<file path="config.mk">
export PLATFORM = sky130hd
export DESIGN_NAME = gte_microcode_sequencer
export DESIGN_NICKNAME = d
export VERILOG_FILES = /design/src/rtl/gte_microcode_sequencer.sv
export SDC_FILE = /design/constraint.sdc
export NUM_CORES = 1
export LEC_CHECK = 0
export BUFFER_PORTS_ARGS = -buffer_cell sky130_fd_sc_hd__buf_2
export CORE_ASPECT_RATIO = 0.5
export CORE_MARGIN = 4
export CORE_UTILIZATION = 44
export DETAILED_ROUTE_END_ITERATION = 6
export MAX_ROUTING_LAYER = met4
export PLACE_DENSITY = 0.81
export SLEW_MARGIN = 20
export SYNTH_ARGS = -nofsm -noshare
export SYNTH_HDL_FRONTEND = slang
export SYNTH_SLANG_ARGS = --single-unit
</file>
<file path="constraint.sdc">
create_clock -name i_clk -period 3.6 [get_ports i_clk]
set_clock_uncertainty 0.2 [all_clocks]
set_input_delay 0.72 -clock i_clk [delete_from_list [all_inputs] [get_ports i_clk]]
set_output_delay 0.72 -clock i_clk [all_outputs]
set_load 0.02 [all_outputs]
</file>
<file path="src/rtl/gte_microcode_sequencer.sv">
// GTE microcode sequencer: walks the microcode ROM from a decoded start address,
// presents each word to the datapath, and ends on LAST, step watchdog or address wrap.
module gte_microcode_sequencer #(
  parameter int ADDR_W    = 9,
  parameter int UWORD_W   = 64,
  parameter int LAST_BIT  = 0,
  parameter int MAX_STEPS = 64
) (
  input  logic               i_clk,
  input  logic               i_rst,
  input  logic               i_run,
  input  logic               i_isNop,
  input  logic [ADDR_W-1:0]  i_startAddr,
  input  logic               i_stall,
  output logic [ADDR_W-1:0]  o_romAddr,
  input  logic [UWORD_W-1:0] i_romData,
  output logic [UWORD_W-1:0] o_uWord,
  output logic               o_uValid,
  output logic [ADDR_W-1:0]  o_uPC,
  output logic               o_busy,
  output logic               o_done,
  output logic               o_err,
  output logic               o_rejected
);

  typedef enum logic [1:0] {
    ST_IDLE  = 2'd0,
    ST_FETCH = 2'd1,
    ST_EXEC  = 2'd2
  } state_t;

  localparam logic [15:0]       WD_LIMIT = 16'(MAX_STEPS - 1);
  localparam logic [ADDR_W-1:0] ADDR_ONE = ADDR_W'(1);

  state_t              r_state;
  logic [ADDR_W-1:0]   r_curAddr;
  logic [15:0]         r_stepCnt;
  logic                r_busy;
  logic                r_done;
  logic                r_err;
  logic                r_rejected;

  logic                w_consume;
  logic                w_last;
  logic                w_wd;
  logic                w_wrap;
  logic                w_end;
  logic [ADDR_W-1:0]   w_romAddr;

  // End conditions are all judged on the word being consumed this cycle.
  always_comb begin
    w_consume = (r_state == ST_EXEC) && !i_stall;
    w_last    = i_romData[LAST_BIT];
    w_wd      = (r_stepCnt == WD_LIMIT);
    w_wrap    = (r_curAddr == {ADDR_W{1'b1}});
    w_end     = w_last | w_wd | w_wrap;
  end

  // ROM address: re-reads the current word while stalled so i_romData stays stable.
  always_comb begin
    w_romAddr = r_curAddr;
    case (r_state)
      ST_IDLE:  w_romAddr = i_startAddr;
      ST_FETCH: w_romAddr = r_curAddr;
      ST_EXEC: begin
        if (w_consume && !w_end) begin
          w_romAddr = r_curAddr + ADDR_ONE;
        end else begin
          w_romAddr = r_curAddr;
        end
      end
      default:  w_romAddr = r_curAddr;
    endcase
    if (i_rst) begin
      w_romAddr = {ADDR_W{1'b0}};
    end else begin
      w_romAddr = w_romAddr;
    end
  end

  // Sequencer FSM with registered status pulses.
  always_ff @(posedge i_clk or posedge i_rst) begin
    if (i_rst) begin
      r_state    <= ST_IDLE;
      r_curAddr  <= {ADDR_W{1'b0}};
      r_stepCnt  <= 16'd0;
      r_busy     <= 1'b0;
      r_done     <= 1'b0;
      r_err      <= 1'b0;
      r_rejected <= 1'b0;
    end else begin
      r_done     <= 1'b0;
      r_err      <= 1'b0;
      r_rejected <= 1'b0;
      case (r_state)
        ST_IDLE: begin
          if (i_run) begin
            if (i_isNop) begin
              r_done <= 1'b1;
            end else begin
              r_curAddr <= i_startAddr;
              r_stepCnt <= 16'd0;
              r_busy    <= 1'b1;
              r_state   <= ST_FETCH;
            end
          end
        end
        ST_FETCH: begin
          r_rejected <= i_run;
          r_state    <= ST_EXEC;
        end
        ST_EXEC: begin
          r_rejected <= i_run;
          if (!i_stall) begin
            r_stepCnt <= r_stepCnt + 16'd1;
            if (w_end) begin
              r_state <= ST_IDLE;
              r_busy  <= 1'b0;
              r_done  <= 1'b1;
              r_err   <= !w_last & (w_wd | w_wrap);
            end else begin
              r_curAddr <= r_curAddr + ADDR_ONE;
            end
          end
        end
        default: begin
          r_state <= ST_IDLE;
          r_busy  <= 1'b0;
        end
      endcase
    end
  end

  assign o_romAddr  = w_romAddr;
  assign o_uWord    = i_romData;
  assign o_uValid   = w_consume;
  assign o_uPC      = r_curAddr;
  assign o_busy     = r_busy;
  assign o_done     = r_done;
  assign o_err      = r_err;
  assign o_rejected = r_rejected;

endmodule

</file>
==> results.md <==
- Slew of the pin with the lowest slew margin: 689 ps
- Top post-synthesis cells by area: dfrtp_1, buf_4, a21oi_1, nand3_1, ha_1
- Post-synth top area cell: dfrtp_1
- Cell Pwr Density: 845 nW/um^2
- Setup TNS: 0 ps
- Number of CTS-inserted buffers: 5
- TritonCTS clock tree: yes
- Leakage: 1.18 nW
- CTS clock-pin slew for the worst setup and hold paths: 50 ps
- Status: complete, no violations
- Hold_buf cts: 0
- First-pass GRT wire length: 12200 um
- 1st-iter DRT viols: 278
- Die Area: 7570 sq um
- Hold Path Class: reg -> reg
- Syn Area/Cell: 8.41 sq um
- CTS max path bufs: 2
- RD Place Congestion: 0.906
- Max VDD drop: 267 uV
- Async set or reset register ratio after synthesis: 100%
- CP arrival: 2660 ps
- Design area: 2840 sq um
- CP Class: reg -> out
- Congestion Overflow GR: 0
- Synth warn: 0
- Initial Utilization: 47.4%
- Hold Fails Final Rpt: 0
- CP required: 2680 ps
- Row count: 19
- Crit path max fanout: 7
- Total GRT Usage: 20.7%
- CP Launch Type: flip-flop
- Seq/Total Area, Yosys: 28.6%
- Chip Width: 119 um
- Slew Limit Fails: 0
- H-tree depth: 2
- Core ar.: 5730 sq um
- DR vias/cell: 6.28
- Antenna Nets Post-Route: 0
- Port Buf Inserts: 38
- Fmax: 280 MHz
- Top_reg_cell synth: dfrtp_1
- Crit. End Element: output pin
- Yosys top cell area share: 28.6%
- Final wirelength: 7980 um
- Vias: 2448
- Post-Syn Area: 2720 sq um
- CTS Sinks: 31
- Final setup violation count: 0
- Slew headroom: 54.0%
- Largest net degree at the start of global routing: 41
- Initial antenna violation count: 0
- Clock latency on the worst-skew pair: 280 ps
- Final nets: 389
- Ratio of cells with drive above 1 in the final layout: 29.4%
- Syn_nets: 407
- Synth cell types: 56
- Flops & latches, synth: 31
- Routed length per instance: 20.5 um
- I/O pin count: 165
- Max_cap viols: 0
- DRC errors left: 0
- Vias in the first global route: 2332
- Chip Height: 63.6 um
- Placed Area: 2580 sq um
- Post-layout minimum cycle time: 3580 ps
- Fin crit share: 99.4%
- ANT cells: 0
- Root Buffer: clkbuf_16
- Synthesis-to-layout area growth: 4.47%
- Number of enable flip-flop cells after synthesis: 0
- Post-DP HPWL: 5740 um
- DR pass1 iterations: 5
- Mapped Cells: 323
- RSZ-0062 raised after global routing: yes
-- through the flow --
step | std cells | worst slack [ps] | util [%] | hold WS [ps] | power, mW
finish | 390 | 22.2 | 49.5 | 305 | 2.40
global route | 390 | -50.5 | 49.5 | 331 | 2.55
CTS | 388 | 1.74 | 48.2 | 303 | 2.33
detailed placement | 380 | 116 | 45.1 | 295 | 1.87
global placement | 380 | 158 | 45.1 | 266 | 1.82
floorplan | 323 | 1.28 | - | 267 | 1.58
-- cells in the mapped netlist (7+ instances only) --
| cell type | n |
|---|---|
| a21oi_1 | 26 |
| o22ai_1 | 8 |
| buf_2 | 8 |
| o21ai_0 | 15 |
| nor2_1 | 16 |
| nor3_1 | 7 |
| dfrtp_1 | 31 |
| a31oi_1 | 8 |
| nand3_1 | 19 |
| inv_1 | 12 |
| nand2_1 | 20 |
| buf_4 | 64 |
-- power by group --
| part | internal, mW | switching (mW) |
|---|---|---|
| Combinational | 0.552 | 0.893 |
| Sequential | 0.438 | 0.106 |
| Clock | 0.255 | 0.156 |
| Total | 1.25 | 1.15 |
-- sequential cells by signal, summed over array words and instances, names as in the netlist --
register    count
r_stepCnt      16
o_uPC           9
r_state         2
o_busy          1
o_done          1
o_err           1
o_rejected      1
-- per-layer routing --
layer / GRT usage (%) / part of all wire (%) / vias up
met5: - / 0 / -
met4: 9.81 / 3.2 / 0
met3: 8.31 / 13 / 50
met2: 35.1 / 49 / 173
met1: 21.1 / 35 / 1150
li1: - / - / 1075
-- critical path, cell delays in order, from the launching register on --
cell and delay (ps):
dfrtp_2 420, ha_4 160, and3_4 180, and3_4 190, and3_4 180, ha_4 160
nor3_4 180, buf_6 170, nand3_1 100, xnor2_1 180, a221oi_2 260, buf_4 180
-- placed cells by master (no fill, tap or decap), types with 5 or more instances in the layout --
| cell type | count |
|---|---|
| a221oi_2 | 5 |
| nand2_1 | 20 |
| dfrtp_1 | 29 |
| a31oi_1 | 8 |
| buf_4 | 19 |
| clkbuf_16 | 5 |
| nand4_1 | 6 |
| nor2_1 | 16 |
| a21oi_1 | 26 |
| xnor2_1 | 6 |
| buf_2 | 32 |
| nand3_1 | 16 |
| inv_1 | 12 |
| o21ai_0 | 15 |
| nor3_1 | 7 |
| o22ai_1 | 8 |
-- final timing paths --
check                      slack [ps]              endpoint  cells after the start                   start
max                                20          o_romAddr[4]                     11    o_uPC[0]$_DFFE_PP0P_
min                               300    o_busy$_DFFE_PP0P_                      1      o_busy$_DFFE_PP0P_
max reg2reg                       620  o_uPC[2]$_DFFE_PP0P_                      8  r_state[0]$_DFFE_PP0P_
min reg2reg                       300    o_busy$_DFFE_PP0P_                      1      o_busy$_DFFE_PP0P_
max in group asynchronous        2320  o_uPC[1]$_DFFE_PP0P_                      3                   i_rst
min in group asynchronous         330  o_uPC[5]$_DFFE_PP0P_                      2                   i_rst
-- area by class of cell --
type	instances	area, sq um
fill	500	2890
multi-input combinational	202	1450
sequential	31	778
timing repair buffer	53	325
clock buffer	7	133
tap	84	105
inverter	12	45.0
clock inverter	1	5.00
-- cell families after synthesis --
| group | Yosys count | share of synthesized area (%) |
|---|---|---|
| xor gates and xnor gates | 10 | 3.22 |
| and+or+nand+nor | 98 | 21.6 |
| buffers and inverters | 90 | 22.2 |
| adders and majority gates | 6 | 2.76 |
| AOI/OAI and AO/OA | 85 | 20.3 |
| muxes | 3 | 1.34 |
| DFF | 31 | 28.6 |
-- what timing repair did --
item	4_1_cts	5_1_grt
pin swaps	6	6
setup buffers	0	2
endpoints found under the setup margin	9	8
resized for setup	8	13
Note: power is estimated with default switching activity, not from simulation.
